--- src/rtl/prog_loader_mc.sv ---
// prog_loader_mc: UART boot/program loader.
// Parses framed byte streams from the UART receiver and turns them into word
// writes to one of NUM_TGT memories, plus run/halt control of the core reset.
// Frame: 0xA5, CMD, [LEN, ADDR x AB, DATA x (LEN+1)*WB], CSUM
// CMD[7:4] selects the target memory, CMD[1:0] selects the operation
// (0 write, 1 run, 2 halt, 3 illegal). The checksum covers CMD..CSUM.

module prog_loader_mc #(
    parameter int DW      = 32,
    parameter int AW      = 14,
    parameter int NUM_TGT = 2,
    parameter int TIMEOUT = 65535,
    localparam int TW     = (NUM_TGT > 1) ? $clog2(NUM_TGT) : 1
) (
    input  logic          clk_i,
    input  logic          rst_i,
    input  logic          rx_dv_i,
    input  logic [7:0]    rx_byte_i,
    input  logic          err_clr_i,
    output logic          we_o,
    output logic [TW-1:0] tgt_o,
    output logic [AW-1:0] addr_o,
    output logic [DW-1:0] wdata_o,
    output logic          core_rst_o,
    output logic          busy_o,
    output logic [2:0]    err_o
);

    localparam int WB  = DW / 8;
    localparam int AB  = (AW + 7) / 8;
    localparam int ABW = AB * 8;
    localparam int TMW = (TIMEOUT > 1) ? $clog2(TIMEOUT) : 1;

    localparam logic [7:0]     SYNC_BYTE = 8'hA5;
    localparam logic [7:0]     WB_LAST   = 8'(WB - 1);
    localparam logic [7:0]     AB_LAST   = 8'(AB - 1);
    localparam logic [TMW-1:0] TMO_LAST  = TMW'(TIMEOUT - 1);

    localparam logic [1:0] OP_WRITE = 2'd0;
    localparam logic [1:0] OP_RUN   = 2'd1;
    localparam logic [1:0] OP_HALT  = 2'd2;
    localparam logic [1:0] OP_BAD   = 2'd3;

    typedef enum logic [2:0] {
        ST_IDLE,
        ST_CMD,
        ST_LEN,
        ST_ADDR,
        ST_DATA,
        ST_CSUM
    } state_t;

    // Parser state
    state_t          state_q, state_d;
    logic [1:0]      op_q, op_d;
    logic [TW-1:0]   tgt_q, tgt_d;
    logic            bad_q, bad_d;
    logic [7:0]      len_q, len_d;
    logic [7:0]      addr_cnt_q, addr_cnt_d;
    logic [ABW-1:0]  addr_acc_q, addr_acc_d;
    logic [AW-1:0]   waddr_q, waddr_d;
    logic [7:0]      byte_cnt_q, byte_cnt_d;
    logic [7:0]      word_cnt_q, word_cnt_d;
    logic [DW-1:0]   data_acc_q, data_acc_d;
    logic [7:0]      sum_q, sum_d;
    logic [TMW-1:0]  tmo_q, tmo_d;

    // Registered outputs
    logic            we_q, we_d;
    logic [TW-1:0]   tgt_out_q, tgt_out_d;
    logic [AW-1:0]   addr_out_q, addr_out_d;
    logic [DW-1:0]   wdata_out_q, wdata_out_d;
    logic            core_rst_q, core_rst_d;
    logic [2:0]      err_q, err_d;

    // Combinational helpers
    logic [7:0]      sum_next;
    logic [DW-1:0]   word_next;
    logic [ABW-1:0]  addr_next;
    logic [2:0]      err_new;
    logic            busy;

    assign busy = (state_q != ST_IDLE);

    // Next-state, field assembly, write strobe, run/halt and error logic
    always_comb begin
        state_d     = state_q;
        op_d        = op_q;
        tgt_d       = tgt_q;
        bad_d       = bad_q;
        len_d       = len_q;
        addr_cnt_d  = addr_cnt_q;
        addr_acc_d  = addr_acc_q;
        waddr_d     = waddr_q;
        byte_cnt_d  = byte_cnt_q;
        word_cnt_d  = word_cnt_q;
        data_acc_d  = data_acc_q;
        sum_d       = sum_q;
        tmo_d       = tmo_q;
        we_d        = 1'b0;
        tgt_out_d   = tgt_out_q;
        addr_out_d  = addr_out_q;
        wdata_out_d = wdata_out_q;
        core_rst_d  = core_rst_q;
        err_new     = 3'b000;

        sum_next  = sum_q + rx_byte_i;
        word_next = (DW'(rx_byte_i) << (DW - 8)) | (data_acc_q >> 8);
        addr_next = (ABW'(rx_byte_i) << (ABW - 8)) | (addr_acc_q >> 8);

        if (rx_dv_i) begin
            tmo_d = '0;
            if (state_q != ST_IDLE) begin
                sum_d = sum_next;
            end
            case (state_q)
                ST_IDLE: begin
                    if (rx_byte_i == SYNC_BYTE) begin
                        state_d = ST_CMD;
                        sum_d   = 8'h00;
                    end
                end
                ST_CMD: begin
                    op_d  = rx_byte_i[1:0];
                    tgt_d = TW'(rx_byte_i[7:4]);
                    bad_d = (32'(rx_byte_i[7:4]) >= 32'(NUM_TGT)) ||
                            (rx_byte_i[1:0] == OP_BAD);
                    if (bad_d) begin
                        err_new[2] = 1'b1;
                    end
                    if (rx_byte_i[1:0] == OP_WRITE) begin
                        state_d = ST_LEN;
                    end else begin
                        state_d = ST_CSUM;
                    end
                end
                ST_LEN: begin
                    len_d      = rx_byte_i;
                    addr_cnt_d = 8'd0;
                    state_d    = ST_ADDR;
                end
                ST_ADDR: begin
                    addr_acc_d = addr_next;
                    if (addr_cnt_q == AB_LAST) begin
                        waddr_d    = addr_next[AW-1:0];
                        byte_cnt_d = 8'd0;
                        word_cnt_d = 8'd0;
                        state_d    = ST_DATA;
                    end else begin
                        addr_cnt_d = addr_cnt_q + 8'd1;
                    end
                end
                ST_DATA: begin
                    data_acc_d = word_next;
                    if (byte_cnt_q == WB_LAST) begin
                        byte_cnt_d = 8'd0;
                        if (!bad_q) begin
                            we_d        = 1'b1;
                            tgt_out_d   = tgt_q;
                            addr_out_d  = waddr_q;
                            wdata_out_d = word_next;
                        end
                        waddr_d = waddr_q + AW'(1);
                        if (word_cnt_q == len_q) begin
                            state_d = ST_CSUM;
                        end else begin
                            word_cnt_d = word_cnt_q + 8'd1;
                        end
                    end else begin
                        byte_cnt_d = byte_cnt_q + 8'd1;
                    end
                end
                ST_CSUM: begin
                    state_d = ST_IDLE;
                    if (sum_next != 8'h00) begin
                        err_new[0] = 1'b1;
                    end else if (!bad_q) begin
                        if (op_q == OP_RUN) begin
                            core_rst_d = 1'b0;
                        end else if (op_q == OP_HALT) begin
                            core_rst_d = 1'b1;
                        end
                    end
                end
                default: begin
                    state_d = ST_IDLE;
                end
            endcase
        end else if (busy) begin
            if (tmo_q == TMO_LAST) begin
                tmo_d      = '0;
                state_d    = ST_IDLE;
                byte_cnt_d = 8'd0;
                err_new[1] = 1'b1;
            end else begin
                tmo_d = tmo_q + TMW'(1);
            end
        end else begin
            tmo_d = '0;
        end

        err_d = (err_clr_i ? 3'b000 : err_q) | err_new;
    end

    // State and output registers with synchronous reset
    always_ff @(posedge clk_i) begin
        if (rst_i) begin
            state_q     <= ST_IDLE;
            op_q        <= 2'd0;
            tgt_q       <= '0;
            bad_q       <= 1'b0;
            len_q       <= 8'd0;
            addr_cnt_q  <= 8'd0;
            addr_acc_q  <= '0;
            waddr_q     <= '0;
            byte_cnt_q  <= 8'd0;
            word_cnt_q  <= 8'd0;
            data_acc_q  <= '0;
            sum_q       <= 8'd0;
            tmo_q       <= '0;
            we_q        <= 1'b0;
            tgt_out_q   <= '0;
            addr_out_q  <= '0;
            wdata_out_q <= '0;
            core_rst_q  <= 1'b1;
            err_q       <= 3'b000;
        end else begin
            state_q     <= state_d;
            op_q        <= op_d;
            tgt_q       <= tgt_d;
            bad_q       <= bad_d;
            len_q       <= len_d;
            addr_cnt_q  <= addr_cnt_d;
            addr_acc_q  <= addr_acc_d;
            waddr_q     <= waddr_d;
            byte_cnt_q  <= byte_cnt_d;
            word_cnt_q  <= word_cnt_d;
            data_acc_q  <= data_acc_d;
            sum_q       <= sum_d;
            tmo_q       <= tmo_d;
            we_q        <= we_d;
            tgt_out_q   <= tgt_out_d;
            addr_out_q  <= addr_out_d;
            wdata_out_q <= wdata_out_d;
            core_rst_q  <= core_rst_d;
            err_q       <= err_d;
        end
    end

    assign we_o       = we_q;
    assign tgt_o      = tgt_out_q;
    assign addr_o     = addr_out_q;
    assign wdata_o    = wdata_out_q;
    assign core_rst_o = core_rst_q;
    assign busy_o     = busy;
    assign err_o      = err_q;

endmodule

--- config.mk ---
export PLATFORM = sky130hd
export DESIGN_NAME = prog_loader_mc
export DESIGN_NICKNAME = d
export VERILOG_FILES = /design/src/rtl/prog_loader_mc.sv
export SDC_FILE = /design/constraint.sdc
export NUM_CORES = 1
export LEC_CHECK = 0
export ABC_AREA = 1
export CORE_ASPECT_RATIO = 1.5
export CORE_MARGIN = 3
export CORE_UTILIZATION = 30
export DETAILED_ROUTE_END_ITERATION = 12
export HOLD_SLACK_MARGIN = 0.06
export PLACE_DENSITY_LB_ADDON = 0.2
export SLEW_MARGIN = 40
export SYNTH_ARGS = -nofsm -noshare
export SYNTH_HDL_FRONTEND = slang
export SYNTH_SLANG_ARGS = --single-unit
export TNS_END_PERCENT = 1
--- constraint.sdc ---
create_clock -name clk_i -period 2.3 [get_ports clk_i]
set_clock_uncertainty 0.2 [all_clocks]
set_input_delay 0.69 -clock clk_i [delete_from_list [all_inputs] [get_ports clk_i]]
set_output_delay 0.69 -clock clk_i [all_outputs]
set_load 0.01 [all_outputs]
==> flow_results.xml <==
<?xml version="1.0" encoding="UTF-8"?>
<metrics>
  <group name="worst_setup_path">
    <metric name="r2r.worst_path.cells" unit="">11</metric>
    <metric name="crit_type" unit="">flip-flop to primary output</metric>
    <metric name="cp_slowest_cell" unit="">sky130_fd_sc_hd__clkdlybuf4s50_1</metric>
    <metric name="critical_path.top_delay_family" unit="">buffers and inverters</metric>
    <metric name="timing.critical_path.fanout_max" unit="">2</metric>
    <metric name="worstPathCellList" unit="">clkdlybuf4s50_1</metric>
    <metric name="worstPathArrival" unit="ns">1.35</metric>
    <metric name="worst_ep_required_time" unit="ns">1.41</metric>
    <metric name="worst_setup_path_end_kind" unit="">primary output</metric>
    <metric name="critPathLaunchType" unit="">flip-flop</metric>
    <metric name="worstSetupPathDepth" unit="">1</metric>
    <metric name="cp_num_buf_inv" unit="">1</metric>
    <metric name="cp_slowest_stage_delay" unit="ns">0.55</metric>
  </group>
  <group name="clock_network">
    <metric name="cts.clk_slew.worst_paths" unit="ns">0.07</metric>
    <metric name="cts_tree" unit="">built</metric>
    <metric name="clk_latency" unit="ns">0.43</metric>
    <metric name="cts.sinks" unit="">161</metric>
    <metric name="ctsHtreeMaxLevel" unit="">4</metric>
    <metric name="clock-root-buffer" unit="">sky130_fd_sc_hd__clkbuf_16</metric>
    <metric name="buffers_from_clock_root_to_sink_at_most" unit="">2</metric>
    <metric name="numCtsBuffers" unit="">17</metric>
  </group>
  <group name="sta">
    <metric name="timing_worst_slew_pin_value" unit="ns">0.7939</metric>
    <metric name="max_clk_rate" unit="MHz">445.6</metric>
    <metric name="rsz0062_at_grt" unit="">yes</metric>
    <metric name="final.setup.worst_slack" unit="ns">0.05580</metric>
    <metric name="min_period_over_period" unit="%">97.57</metric>
    <metric name="final-setup-viol-count" unit="">0</metric>
    <metric name="drv_slew" unit="">0</metric>
    <metric name="finalCriticalPeriod" unit="ns">2.244</metric>
    <metric name="hold_violations" unit="">0</metric>
    <metric name="slew_headroom" unit="%">47.08</metric>
  </group>
  <group name="die">
    <metric name="chipWidth" unit="um">135.3</metric>
    <metric name="boundaryPins" unit="">65</metric>
    <metric name="placementRows" unit="">70</metric>
    <metric name="die_area" unit="um2">27070</metric>
    <metric name="die-height" unit="um">200</metric>
    <metric name="floorplan.initialDensity" unit="%">30.69</metric>
    <metric name="placeableCoreArea" unit="um2">24520</metric>
  </group>
  <group name="drt">
    <metric name="drt-initial-drc-count" unit="">318</metric>
    <metric name="drt-vias-per-instance" unit="">4.735</metric>
    <metric name="detail-route-antenna-nets" unit="">0</metric>
    <metric name="post-route-drc-count" unit="">0</metric>
    <metric name="finalWirelength" unit="mm">20.48</metric>
    <metric name="num_vias" unit="">7027</metric>
    <metric name="detail_route.first_pass.iterations" unit="">4</metric>
    <metric name="routedWlPerCell" unit="um">13.80</metric>
  </group>
  <group name="placed_design">
    <metric name="dpl_cell_area" unit="um2">8828</metric>
    <metric name="place_ws" unit="ns">-0.8108</metric>
    <metric name="dpl.hpwl" unit="mm">14.42</metric>
    <metric name="io_buffer_count" unit="">64</metric>
    <metric name="routabilityCongestion" unit="">0.7847</metric>
  </group>
  <group name="hold_path">
    <metric name="hp-class" unit="">flip-flop to flip-flop</metric>
    <metric name="worst_hold_path.num_cells" unit="">2</metric>
  </group>
  <group name="final_layout">
    <metric name="fraction_of_layout_instances_using_a_drive_strength_above_1" unit="%">12.42</metric>
    <metric name="finalInstanceArea" unit="um2">9557</metric>
    <metric name="final_util" unit="%">38.97</metric>
    <metric name="area_growth_syn_to_layout" unit="%">26.96</metric>
    <metric name="multiInputGateArea" unit="um2">3735</metric>
    <metric name="seq_area" unit="um2">3224</metric>
    <metric name="layout.nets" unit="">1174</metric>
    <metric name="number_of_fillers_in_the_final_layout" unit="">2637</metric>
  </group>
  <group name="synth">
    <metric name="postSynthCellCount" unit="">1053</metric>
    <metric name="yosys_most_used_dff" unit="">sky130_fd_sc_hd__dfxtp_1</metric>
    <metric name="postSynthRegisterBits" unit="">161</metric>
    <metric name="synth_area_per_cell" unit="um2">7.148</metric>
    <metric name="yosysUniqueCellTypes" unit="">40</metric>
    <metric name="mappedNetlistNets" unit="">1081</metric>
    <metric name="post_synthesis_sequential_area_ratio" unit="%">42.82</metric>
    <metric name="ys_warn_count" unit="">0</metric>
    <metric name="mappedNetlistArea" unit="um2">7527</metric>
    <metric name="postSynth.asyncResetShare" unit="%">0</metric>
    <metric name="synth_enable_flop_cells" unit="">0</metric>
  </group>
  <group name="power">
    <metric name="power_per_cell_area" unit="nW/um2">643.1</metric>
    <metric name="fin_total_pwr" unit="mW">6.145</metric>
    <metric name="power_leakage" unit="nW">3.522</metric>
    <metric name="power.ir.vdd_worst" unit="uV">505.5</metric>
  </group>
  <group name="global_routing">
    <metric name="globalRoute.totalOverflow" unit="">0</metric>
    <metric name="first_global_vias" unit="">6777</metric>
    <metric name="grt_first_pass_wirelength" unit="mm">33.46</metric>
    <metric name="grt_start_max_net_pins" unit="">68</metric>
    <metric name="grt_util_all_layers" unit="%">15.48</metric>
    <metric name="number_of_antenna_violations_at_the_first_check_in_global_routing" unit="">3</metric>
  </group>
  <group name="status">
    <metric name="outcome" unit="">complete, no violations</metric>
  </group>
  <group name="flow_run">
    <metric name="drv_cap" unit="">0</metric>
  </group>
</metrics>
==> flip-flops by register name, indices dropped and copies added, names as in the netlist, 3 cells and up <==
signal,count
addr_acc_q,8
word_cnt_q,8
len_q,8
sum_q,8
state_q,3
err_o,3
byte_cnt_q,8
tmo_q,16
addr_o,14
addr_cnt_q,8
waddr_q,14
wdata_o,32
data_acc_q,24
==> worst paths after layout <==
check,startpoint,end,slack [ns]
worst max-delay path,wdata_o[30]$_SDFFE_PP0P_,wdata_o[30],0.06
worst min-delay path,wdata_o[6]$_SDFFE_PP0P_,wdata_o[6]$_SDFFE_PP0P_,0.24
worst min register to register,wdata_o[6]$_SDFFE_PP0P_,wdata_o[6]$_SDFFE_PP0P_,0.24
worst max register to register,sum_q[0]$_SDFFE_PP0P_,core_rst_o$_SDFFE_PP1P_,0.18
==> cell usage after synthesis, types with 4 or more instances <==
cell type	count	area, um2
sky130_fd_sc_hd__nand4_1	24	150.1
sky130_fd_sc_hd__o211ai_1	4	30.03
sky130_fd_sc_hd__dfxtp_1	161	3223
sky130_fd_sc_hd__ha_1	15	187.7
sky130_fd_sc_hd__xnor2_1	7	61.31
sky130_fd_sc_hd__o21ai_1	6	30.03
sky130_fd_sc_hd__nor2_2	5	31.28
sky130_fd_sc_hd__nand3b_1	6	45.04
sky130_fd_sc_hd__a21oi_1	137	685.7
sky130_fd_sc_hd__clkbuf_1	26	97.59
sky130_fd_sc_hd__nand2_2	5	31.28
sky130_fd_sc_hd__o21ai_0	87	435.4
sky130_fd_sc_hd__nand3_1	78	390.4
sky130_fd_sc_hd__nor2_1	80	300.3
sky130_fd_sc_hd__xor2_1	11	96.34
sky130_fd_sc_hd__buf_2	17	85.08
sky130_fd_sc_hd__inv_1	114	427.9
sky130_fd_sc_hd__nand2_1	211	792.0
sky130_fd_sc_hd__nor3_1	16	80.08
sky130_fd_sc_hd__or2_2	9	56.30
sky130_fd_sc_hd__inv_2	4	15.01
==> routing by layer <==
metal / routed length [um] / up-vias / global-route usage [%] / part of all wire [%]
met3: 685 / 25 / 3.310 / 3.3
met5: 21 / - / 0 / 0.10
met2: 10890 / 106 / 29.58 / 53
li1: - / 3654 / - / -
met1: 8540 / 3238 / 16.80 / 42
met4: 344 / 4 / 5.118 / 1.7
==> where the power goes <==
part | leakage, nW | switching, mW | total [mW] | internal [mW]
logic | 1.92 | 0.192 | 0.305 | 0.113
clock network | 0.309 | 1.29 | 3.04 | 1.75
registers | 1.30 | 0.00808 | 2.80 | 2.80
total | 3.52 | 1.49 | 6.15 | 4.66
==> cell usage in the layout, fill, tap and decap left out, drive strengths merged, types with 2 or more instances in the layout <==
cell type	synthesis	layout
nand2	217	217
dfxtp	161	161
a21oi	137	137
inv	118	125
o21ai	94	94
nor2	88	88
nand3	81	81
buf	22	59
clkdlybuf4s50	0	52
nand4	25	25
clkbuf	26	20
nor3	16	16
ha	15	15
xor2	11	11
or2	9	9
xnor2	7	7
nand3b	6	6
clkinv	1	6
o211ai	4	4
dlygate4sd2	0	4
dlymetal6s2s	0	4
nor4	3	3
bufinv	0	3
o21bai	2	2
a31oi	2	2
nor3b	2	2
==> final cells by class <==
type | instances | share of cell area [%]
Antenna cell | 1 | 0.02618
Clock buffer | 17 | 4.451
Clock inverter | 15 | 2.082
Inverter | 119 | 4.700
Multi-Input combinational cell | 725 | 39.08
Sequential cell | 161 | 33.74
Tap cell | 324 | 4.242
Timing Repair Buffer | 122 | 11.68
==> metrics by stage <==
| step | hold WS (ns) | instances | setup TNS, ns |
|---|---|---|---|
| CTS | 0.2463 | 1482 | -0.002312 |
| detailed placement | 0.2352 | 1450 | -5.622 |
| global route | 0.2571 | 1483 | -0.01672 |
| finish | 0.2417 | 1484 | 0 |
| global placement | 0.2328 | 1450 | -5.326 |
| floorplan | 0.2245 | 1053 | -0.1579 |
==> repair_timing <==
item                       4_1_cts  5_1_grt
resized for setup               13       18
hold buffers                     0        0
gates cloned                     0        1
pin swaps                        4        2
setup buffers                    0        0
setup endpoints to repair        5       10
==> kinds of logic (layout without fill, tap and decap cells) <==
family / count (synthesis) / after routing / share of synthesized area (%)
and+or+nand+nor: 449 / 449 / 26.83
AOI/OAI and AO/OA: 242 / 242 / 16.54
buffers and inverters: 167 / 273 / 8.959
DFF: 161 / 161 / 42.82
xor gates and xnor gates: 18 / 18 / 2.094
adders and majority gates: 16 / 16 / 2.759
other: 0 / 1 / 0
No activity file was read; power rests on OpenSTA's default activity.
